File: src/rtl/cache_arb_pkg.sv
// ---------------------------------------------------------------------------
// cache_arb_pkg
// Shared definitions for the cache port arbiter: default widths, FSM state
// encoding and the fixed cache latencies (accept cycle to response pulse).
// Optional feature macro used by the top: CACHE_ARB_STATS_EN.
// ---------------------------------------------------------------------------
package cache_arb_pkg;

  localparam int NUM_REQ_DEF = 4;
  localparam int ADDR_W_DEF  = 32;
  localparam int DATA_W_DEF  = 32;
  localparam int ID_W_DEF    = 2;

  // Cycles from the accept cycle to the rsp_valid cycle.
  localparam int HIT_LAT  = 2;
  localparam int MISS_LAT = 3;
  localparam int WR_LAT   = 3;

  typedef logic [2:0] state_t;

  localparam state_t ST_IDLE  = 3'd0;
  localparam state_t ST_ISSUE = 3'd1;
  localparam state_t ST_FILL  = 3'd2;
  localparam state_t ST_STORE = 3'd3;
  localparam state_t ST_RESP  = 3'd4;

  function automatic int lat_for(input logic we, input logic hit);
    if (we)  return WR_LAT;
    if (hit) return HIT_LAT;
    return MISS_LAT;
  endfunction

endpackage

File: src/rtl/cache_port_arbiter_rr_picker.sv
// ---------------------------------------------------------------------------
// rr_picker
// Combinational round-robin pick. The search starts at last_i+1 and wraps
// modulo NUM_REQ, so the requester granted last has the lowest priority.
// Ports:
//   req_i   [NUM_REQ]  pending requests
//   last_i  [ID_W]     index of the previous winner
//   grant_o [NUM_REQ]  one-hot grant (all zero when nothing pending)
//   idx_o   [ID_W]     encoded winner index
//   any_o              at least one request pending
// ---------------------------------------------------------------------------
module rr_picker #(
  parameter int NUM_REQ = 4,
  parameter int ID_W    = 2
) (
  input  logic [NUM_REQ-1:0] req_i,
  input  logic [ID_W-1:0]    last_i,
  output logic [NUM_REQ-1:0] grant_o,
  output logic [ID_W-1:0]    idx_o,
  output logic               any_o
);

  always_comb begin
    logic           found;
    int             cand;
    logic [ID_W-1:0] cand_idx;
    grant_o  = '0;
    idx_o    = '0;
    found    = 1'b0;
    cand     = 0;
    cand_idx = '0;
    for (int k = 1; k <= NUM_REQ; k++) begin
      cand     = (int'(last_i) + k) % NUM_REQ;
      cand_idx = ID_W'(cand);
      if (!found && req_i[cand_idx]) begin
        found             = 1'b1;
        grant_o[cand_idx] = 1'b1;
        idx_o             = cand_idx;
      end
    end
  end

  assign any_o = |req_i;

endmodule

File: src/rtl/cache_port_arbiter.sv
// ---------------------------------------------------------------------------
// cache_port_arbiter
// Shares one single-ported L1 cache core between NUM_REQ requesters. One
// command is in flight at a time; the cache has no done signal, so its fixed
// latencies are modelled by the FSM path (hit: ISSUE->RESP, read miss:
// ISSUE->FILL->RESP, write: ISSUE->STORE->RESP).
//
// Ports:
//   clk, reset                  clock, async active-high reset
//   req_valid/we [NUM_REQ]      per-requester request and direction
//   req_addr/wdata (packed)     requester i at [i*W +: W]
//   req_accept [NUM_REQ]        one-hot accept pulse (combinational, IDLE)
//   rsp_valid/id/data/hit       one-cycle tagged response
//   cache_addr/wdata/rd/wr      command to the cache core
//   cache_rdata, cache_hit      from the cache core
//   grant_cnt [NUM_REQ*8]       per-requester saturating grant counters
//
// Optional: define CACHE_ARB_STATS_EN to build the grant counters; without
// it grant_cnt is tied to zero.
// ---------------------------------------------------------------------------
module cache_port_arbiter
  import cache_arb_pkg::*;
#(
  parameter int NUM_REQ = NUM_REQ_DEF,
  parameter int ADDR_W  = ADDR_W_DEF,
  parameter int DATA_W  = DATA_W_DEF,
  parameter int ID_W    = ID_W_DEF
) (
  input  logic                    clk,
  input  logic                    reset,
  input  logic [NUM_REQ-1:0]      req_valid,
  input  logic [NUM_REQ-1:0]      req_we,
  input  logic [NUM_REQ*ADDR_W-1:0] req_addr,
  input  logic [NUM_REQ*DATA_W-1:0] req_wdata,
  output logic [NUM_REQ-1:0]      req_accept,
  output logic                    rsp_valid,
  output logic [ID_W-1:0]         rsp_id,
  output logic [DATA_W-1:0]       rsp_data,
  output logic                    rsp_hit,
  output logic [ADDR_W-1:0]       cache_addr,
  output logic [DATA_W-1:0]       cache_wdata,
  output logic                    cache_rd,
  output logic                    cache_wr,
  input  logic [DATA_W-1:0]       cache_rdata,
  input  logic                    cache_hit,
  output logic [NUM_REQ*8-1:0]    grant_cnt
);

  state_t              state_q, state_d;
  logic [ID_W-1:0]     last_q;
  logic [ADDR_W-1:0]   cmd_addr_q;
  logic [DATA_W-1:0]   cmd_wdata_q;
  logic                cmd_we_q;
  logic [ID_W-1:0]     cmd_id_q;
  logic                hit_q;

  logic [NUM_REQ-1:0]  pick_grant;
  logic [ID_W-1:0]     pick_idx;
  logic                pick_any;

  rr_picker #(
    .NUM_REQ (NUM_REQ),
    .ID_W    (ID_W)
  ) u_picker (
    .req_i   (req_valid),
    .last_i  (last_q),
    .grant_o (pick_grant),
    .idx_o   (pick_idx),
    .any_o   (pick_any)
  );

  always_comb begin
    state_d    = state_q;
    req_accept = '0;
    case (state_q)
      ST_IDLE: begin
        if (pick_any) begin
          req_accept = pick_grant;
          state_d    = ST_ISSUE;
        end
      end
      ST_ISSUE: begin
        if (cmd_we_q)       state_d = ST_STORE;
        else if (cache_hit) state_d = ST_RESP;
        else                state_d = ST_FILL;
      end
      ST_FILL,
      ST_STORE: state_d = ST_RESP;
      ST_RESP:  state_d = ST_IDLE;
      default:  state_d = ST_IDLE;
    endcase
  end

  always_ff @(posedge clk or posedge reset) begin
    if (reset) begin
      state_q     <= ST_IDLE;
      last_q      <= ID_W'(NUM_REQ - 1);
      cmd_addr_q  <= '0;
      cmd_wdata_q <= '0;
      cmd_we_q    <= 1'b0;
      cmd_id_q    <= '0;
      hit_q       <= 1'b0;
    end else begin
      state_q <= state_d;
      if (state_q == ST_IDLE && pick_any) begin
        cmd_addr_q  <= req_addr[pick_idx*ADDR_W +: ADDR_W];
        cmd_wdata_q <= req_wdata[pick_idx*DATA_W +: DATA_W];
        cmd_we_q    <= req_we[pick_idx];
        cmd_id_q    <= pick_idx;
        last_q      <= pick_idx;
      end
      if (state_q == ST_ISSUE) begin
        hit_q <= cache_hit;
      end
    end
  end

  // Address/data stay on the command registers through FILL/STORE because
  // the cache core uses them again in its second cycle.
  assign cache_addr  = cmd_addr_q;
  assign cache_wdata = cmd_wdata_q;
  assign cache_rd    = (state_q == ST_ISSUE) && !cmd_we_q;
  assign cache_wr    = (state_q == ST_ISSUE) &&  cmd_we_q;

  assign rsp_valid = (state_q == ST_RESP);
  assign rsp_id    = rsp_valid ? cmd_id_q : '0;
  assign rsp_hit   = rsp_valid && hit_q;
  assign rsp_data  = (rsp_valid && !cmd_we_q) ? cache_rdata : '0;

`ifdef CACHE_ARB_STATS_EN
  for (genvar g = 0; g < NUM_REQ; g++) begin : g_stats
    logic [7:0] cnt_q;
    always_ff @(posedge clk or posedge reset) begin
      if (reset) begin
        cnt_q <= 8'd0;
      end else if (req_accept[g] && cnt_q != 8'hFF) begin
        cnt_q <= cnt_q + 8'd1;
      end
    end
    assign grant_cnt[g*8 +: 8] = cnt_q;
  end
`else
  assign grant_cnt = '0;
`endif

endmodule

File: config.mk
export PLATFORM = sky130hd
export DESIGN_NAME = cache_port_arbiter
export DESIGN_NICKNAME = d
export VERILOG_FILES = /design/src/rtl/cache_arb_pkg.sv /design/src/rtl/cache_port_arbiter_rr_picker.sv /design/src/rtl/cache_port_arbiter.sv
export SDC_FILE = /design/constraint.sdc
export NUM_CORES = 1
export LEC_CHECK = 0
export BUFFER_PORTS_ARGS = -buffer_cell sky130_fd_sc_hd__buf_4
export CORE_AREA = 5 5 165 167
export CTS_BUF_LIST = sky130_fd_sc_hd__clkbuf_4 sky130_fd_sc_hd__clkbuf_8
export CTS_CLUSTER_SIZE = 12
export DETAILED_ROUTE_END_ITERATION = 10
export DIE_AREA = 0 0 170 172
export GPL_ROUTABILITY_DRIVEN = 1
export HOLD_SLACK_MARGIN = 0.03
export PLACE_DENSITY_LB_ADDON = 0.12
export RECOVER_POWER = 100
export SKIP_CTS_REPAIR_TIMING = 1
export SLEW_MARGIN = 20
export SYNTH_ARGS = -nofsm -noshare
export SYNTH_HDL_FRONTEND = slang
export SYNTH_SLANG_ARGS = --single-unit
File: constraint.sdc
create_clock -name clk -period 6.7 [get_ports clk]
set_clock_uncertainty 0.1 [all_clocks]
set_input_delay 0.335 -clock clk [delete_from_list [all_inputs] [get_ports clk]]
set_output_delay 0.335 -clock clk [all_outputs]
set_load 0.05 [all_outputs]
### Word level (Yosys, flattened, before mapping)

Cells that the tools add are included.

* $lt $le $gt $ge: 9
* bitwise gates (word level): 3
* eq/ne operators: 5
* reduce and logical (&&, ||, !) cells: 19
* add/subtract/negate cells: 4
* mux-type cells: 37
* shift-type cells: 2

Operators with widths (number)
* 128-bit by 8-bit variable part select with 32-bit output: 2
* 32-bit 2-to-1 mux: 1
* 4-bit 2-to-1 mux: 6
* 2-bit by 3-bit less-than comparator with 1-bit output, second input constant: 5
* 1-bit logical AND: 12
* 1-bit 2-to-1 mux: 12
* 4-bit bitwise OR: 3
* 1-bit binary-select mux with 2-bit select: 5
* 2-bit 2-to-1 mux: 5
* 3-bit 2-to-1 mux: 3
* 3-bit case mux with 3 select lines: 1
* 1-bit demux with 2-bit select: 4
* 2-bit by 1-bit >= comparator with 1-bit output, second input constant: 4
* 3-bit by 2-bit == test with 1-bit output, second input constant: 2
* 2-bit by 1-bit adder with 2-bit output, second input constant: 2
* 2-bit adder, second input constant: 2
* 1-bit zero test: 4
* 4-bit OR reduction: 1
* 3-bit by 1-bit == test with 1-bit output, second input constant: 1
* 3-bit == test, second input constant: 1
* 3-bit zero test: 1
* 2-bit inequality test, second input constant: 1
* 2-bit OR reduction: 1

* logic and storage cells: 86
* output and inout port bits: 138
* bits of input ports: 299
* register bits after elaboration: 73

### Depth between registers and ports, before layout

* word-level depth: 15
* gate-level depth with buffers: 12
* depth with buffers taken out: 7

### By module

A second synthesis with hierarchy kept.

* cells, all modules: 389
* area, all modules: 5476.5 um^2

Modules (own cells, without submodules)
* cache_port_arbiter: area an instance 4936.0 um^2, instances 1, cells each 319
* rr_picker: area an instance 540.5 um^2, instances 1, cells each 70

### Worst setup path after synthesis

OpenSTA, ideal clock, no wires.

* path type: reg2out
* start point: register last_q[0]
* end point: output req_accept[0]
* buffers on the path: 3
* data arrival time: 3.078 ns
* setup slack: 3.187 ns
* cell stages (with the launch flop): 11
* data required time: 6.265 ns
* path through: dfstp_2 buf_4 buf_2 inv_1 ha_1 clkbuf_1 nor2_1 a211oi_1 a221o_1 o21ai_0 a21oi_1

* longest elaborated chain between the ends: 15
* elaborated cells between the ends (all ways): 50

RTL lines
* start: declaration: RTL line cache_port_arbiter.sv:50 `logic [ID_W-1:0] last_q;`
* start signal: assignment: RTL line cache_port_arbiter.sv:97 `last_q <= ID_W'(NUM_REQ - 1);`
* start signal: assignment: RTL line cache_port_arbiter.sv:110 `last_q <= pick_idx;`
* parallel branches: the longest is 12 deep, another holds 2-bit by 3-bit less-than comparator with 1-bit output
* 4-bit 2-to-1 mux *: RTL line cache_port_arbiter_rr_picker.sv:35 `if (!found && req_i[cand_idx]) begin`
* 4-bit 2-to-1 mux *: RTL line cache_port_arbiter.sv:77 `if (pick_any) begin`
* 4-bit 2-to-1 mux *: RTL line cache_port_arbiter.sv:75 `case (state_q)`
* end: declaration: RTL line cache_port_arbiter.sv:35 `output logic [NUM_REQ-1:0] req_accept,`

Every way passes the cells marked *. The select of a mux whose other input is x is not followed.

### Worst setup path in the final report

* start point: register last_q[0]
* end point: register cmd_addr_q[8] (netlist: cache_addr[8])

* longest elaborated chain between the ends: 14
* elaborated cells between the ends (all ways): 26

RTL lines
* 2-bit by 1-bit adder with 2-bit output: RTL line cache_port_arbiter_rr_picker.sv:33 `cand = (int'(last_i) + k) % NUM_REQ;`
* 1-bit binary-select mux with 2-bit select: RTL line cache_port_arbiter_rr_picker.sv:35
* 1-bit 2-to-1 mux (implied by the code): RTL line cache_port_arbiter_rr_picker.sv:35
* 1-bit 2-to-1 mux: RTL line cache_port_arbiter_rr_picker.sv:35
* 1-bit zero test: RTL line cache_port_arbiter_rr_picker.sv:35
* 1-bit logical AND: RTL line cache_port_arbiter_rr_picker.sv:35
* 1-bit 2-to-1 mux: RTL line cache_port_arbiter_rr_picker.sv:35
* 1-bit zero test: RTL line cache_port_arbiter_rr_picker.sv:35
* 1-bit logical AND: RTL line cache_port_arbiter_rr_picker.sv:35
* 1-bit 2-to-1 mux: RTL line cache_port_arbiter_rr_picker.sv:35
* 1-bit zero test: RTL line cache_port_arbiter_rr_picker.sv:35
* 1-bit logical AND: RTL line cache_port_arbiter_rr_picker.sv:35
* 2-bit 2-to-1 mux *: RTL line cache_port_arbiter_rr_picker.sv:35
* 128-bit by 8-bit variable part select with 32-bit output *: RTL line cache_port_arbiter.sv:106 `cmd_addr_q <= req_addr[pick_idx*ADDR_W +: ADDR_W];`
* end signal: assignment: RTL line cache_port_arbiter.sv:106
* end: declaration: RTL line cache_port_arbiter.sv:51 `logic [ADDR_W-1:0] cmd_addr_q;`

Every way passes the cells marked *; elsewhere a longest branch is shown, timed or not. The select of a mux whose other input is x is not followed.
A chain may end at the register's enable or synchronous reset.

==> metrics.md <==
| Metric | Value |
|---|---|
| Outcome | finished, violations left |
| Violated checks | max-capacitance violations, max-slew violations |
| Syn_area_per_cell | 8.711 sq um |
| Max Cap Viol | 4 |
| Synth top area share | 0.2677 |
| Leak pwr | 4.654 nW |
| CP cell instances | inv_1, ha_1, o32a_1, nand3_4, clkbuf_2, mux2i_1, o2111ai_1 |
| Antenna-violating nets left | 0 |
| RR Endpoint | cache_addr[8]$_DFFE_PP0P_ |
| Crit path kind | reg -> reg |
| Fin crit share | 0.6902 |
| Routed WL | 29.32 mm |
| R2R cell count | 7 |
| I/O pin count | 437 |
| DPL Wire Length | 21.52 mm |
| Seq cells post-synth | 73 |
| Synth area leader | dfrtp_1 |
| Min cycle time layout | 4.624 ns |
| Multi-input gate area in the final layout | 4338 sq um |
| Core Util, Final | 0.3783 |
| CP endpoint kind | register |
| Post-place setup slack | 2.857 ns |
| Sw Share | 0.5761 |
| Vias in the first global route | 7314 |
| Clk_lat worst skew | 0.36 ns |
| Drt initial violations | 369 |
| Worst slew pin tran | 2.340 ns |
| First drt pass iteration count | 4 |
| Max Fclk | 216.2 MHz |
| FILL cells | 2733 |
| Combinational Power Share | 0.737 |
| Remaining Overflow, GRT | 0 |
| Cell variety after synth | 42 |
| Synth top area cells | dfrtp_1 (27%), mux2i_1 (20%), o2111ai_1 (8.6%), a31oi_1 (6.3%), and3_1 (6.2%) |
| Crit path buf inv count | 2 |
| Post-Syn Area | 6638 sq um |
| CTS tree | yes |
| Syn. warnings | 0 |
| Row count | 59 |
| Fin. max-slew vios | 151 |
| Clock buffer count from CTS | 9 |
| Worst setup path end | cache_addr[8]$_DFFE_PP0P_ |
| Clk pin slew, worst setup/hold paths | 0.09 ns |
| CTS sink cnt | 73 |
| CP startpoint | last_q[0]$_DFFE_PP1P_ |
| WP data arrival | 4.74 ns |
| Ant. Diodes | 0 |
| Register Area | 1829 sq um |
| Tightest Hold Check Type | in -> reg |
| Max VDD drop | 0.0003168 V |
| Setup_tns | 0 ns |
| CP top delay family | buffers and inverters |
| CP required | 6.82 ns |
| Post-route worst setup slack | 2.076 ns |
| Gr usage total | 0.1901 |
| RSZ-0062 raised after global routing | no |
| Critical R2R Launch | last_q[0]$_DFFE_PP1P_ |
| Max_slew headroom | -0.5600 |
| Layout cells sized above 1 | 0.3351 |
| Max FO, Critical Path | 36 |
| Clk network pwr share | 0.095 |
| Final hold violation count | 0 |
| Placer Congestion | 0.8007 |
| Psw | 2.854 mW |
| Wire per inst | 20.12 microns |
| Fin area | 9691 sq um |
| Vias per Instance | 4.911 |
| Crit-path max cell delay | 1.11 ns |
| DRC violations left | 0 |
| Largest net degree at the start of global routing | 67 |
| Most common cell after layout, fill and taps aside | buf_4 |
| Reg power frac | 0.168 |
| Seq/Total Area, Yosys | 0.2756 |
| WHS | 0.1081 ns |
| Inst Count DP | 1440 |
| Int Pwr | 2.100 mW |
| Nets | 1424 |
| Placed inst area | 9746 sq um |
| Slowest-stage cell, CP | clkbuf_2 |
| Initial antenna violation count | 0 |
| Final Non-Filler Cells | 1457 |
| Starting Density | 0.2591 |
| Die area | 29240 sq um |
| Vias | 7156 |
| First-pass GRT wire length | 43.57 mm |
| CP Launch Type | register |
| Flop2flop setup slack | 2.08 ns |
| Syn-to-layout area delta | 45.99% |
| Total design power | 4.954 mW |
| Most frequent cells in the layout | buf_4 (332), mux2i_1 (131), clkbuf_1 (84) |
| H-tree levels | 3 |
| Die H | 172 microns |
| P per Cell Area | 511.2 nW/um^2 |
| Worst path depth | 7 |
| Clk buf depth | 2 |
| Root Buffer | clkbuf_8 |
| Syn Inst Count | 762 |
| Die W | 170 microns |
| Core ar. | 25620 sq um |
| Port Buf Inserts | 404 |
| Setup Viol. Count Final | 0 |
[cells in the mapped netlist (all sizes together)]
cell	number
a211oi	2
a21oi	7
a221o	4
a31oi	67
and2	35
and3	66
and4	1
buf	59
clkbuf	47
conb	1
dfrtp	71
dfstp	2
ha	8
inv	4
mux2	4
mux2i	132
mux4	1
nand2	78
nand3	5
nand3b	2
nand4	1
nor2	10
nor2b	4
nor3	4
nor3b	1
nor4b	1
o2111ai	65
o21a	1
o21ai	8
o221ai	2
o32a	1
o41ai	1
or2	65
or3b	1
xnor2	1
[final cells by class]
class                           count  area share
Multi-Input combinational cell    610      0.4476
Clock buffer                       12     0.01640
Tap cell                          335     0.04325
Inverter                            4    0.001679
Timing Repair Buffer              419      0.2921
Clock inverter                      4     0.01020
Sequential cell                    73      0.1888
[per-layer routing]
layer	routed length [microns]	track usage	vias to the layer above
met5	0	0	-
met4	535	0.04479	0
met3	1876	0.03795	27
met2	14910	0.3307	246
met1	11990	0.2438	3402
li1	-	-	3481
[worst register-to-register path: cells and delay by family (launching register included)]
| kind | cells | cell delay, ns |
|---|---|---|
| buffers and inverters | 2 | 1.48 |
| multiplexers | 1 | 0.38 |
| adder cells (fa/ha/maj) | 1 | 0.52 |
| AND/OR/NAND/NOR | 1 | 0.45 |
| flip-flops | 1 | 0.98 |
| AO/OA/AOI/OAI | 2 | 0.57 |
[state kept, by name (all words and copies together), names as in the netlist]
name,cells
cache_addr,32
cache_wdata,32
state_q,3
cmd_id_q,2
last_q,2
cmd_we_q,1
hit_q,1
[worst min path at each step]
stage                                 start                         to  slack (ns)  depth (start not counted)
floorplan           cmd_id_q[1]$_DFFE_PP0P_    cmd_id_q[1]$_DFFE_PP0P_        0.34                          2
global placement    cmd_id_q[1]$_DFFE_PP0P_    cmd_id_q[1]$_DFFE_PP0P_        0.36                          2
detailed placement   state_q[2]$_DFFE_PP0P_     state_q[2]$_DFFE_PP0P_        0.36                          1
CTS                                   reset  cache_addr[3]$_DFFE_PP0P_       -0.03                          2
global route                      cache_hit          hit_q$_DFFE_PP0N_        0.09                          2
finish                            cache_hit          hit_q$_DFFE_PP0N_        0.11                          2
[logic make-up after synthesis]
kind of cell	count (synthesis)	synth area share
AOI/OAI and AO/OA	158	0.1757
xor gates and xnor gates	1	0.001320
adders and majority gates	8	0.01508
buffers and inverters	110	0.09614
DFF	73	0.2756
muxes	137	0.2098
other	1	0.0005650
and+or+nand+nor	274	0.2258
[power groups by stage]
stage,Sequential [mW],Clock (mW),Combinational (mW)
final,0.832,0.473,3.65
after global routing,0.858,0.506,3.94
after CTS,0.836,0.494,3.88
after detailed placement,0.837,0,3.88
after global placement,0.839,0,3.86
after floorplan,1.43,0,2.22
(Power assumes the default switching activity.)
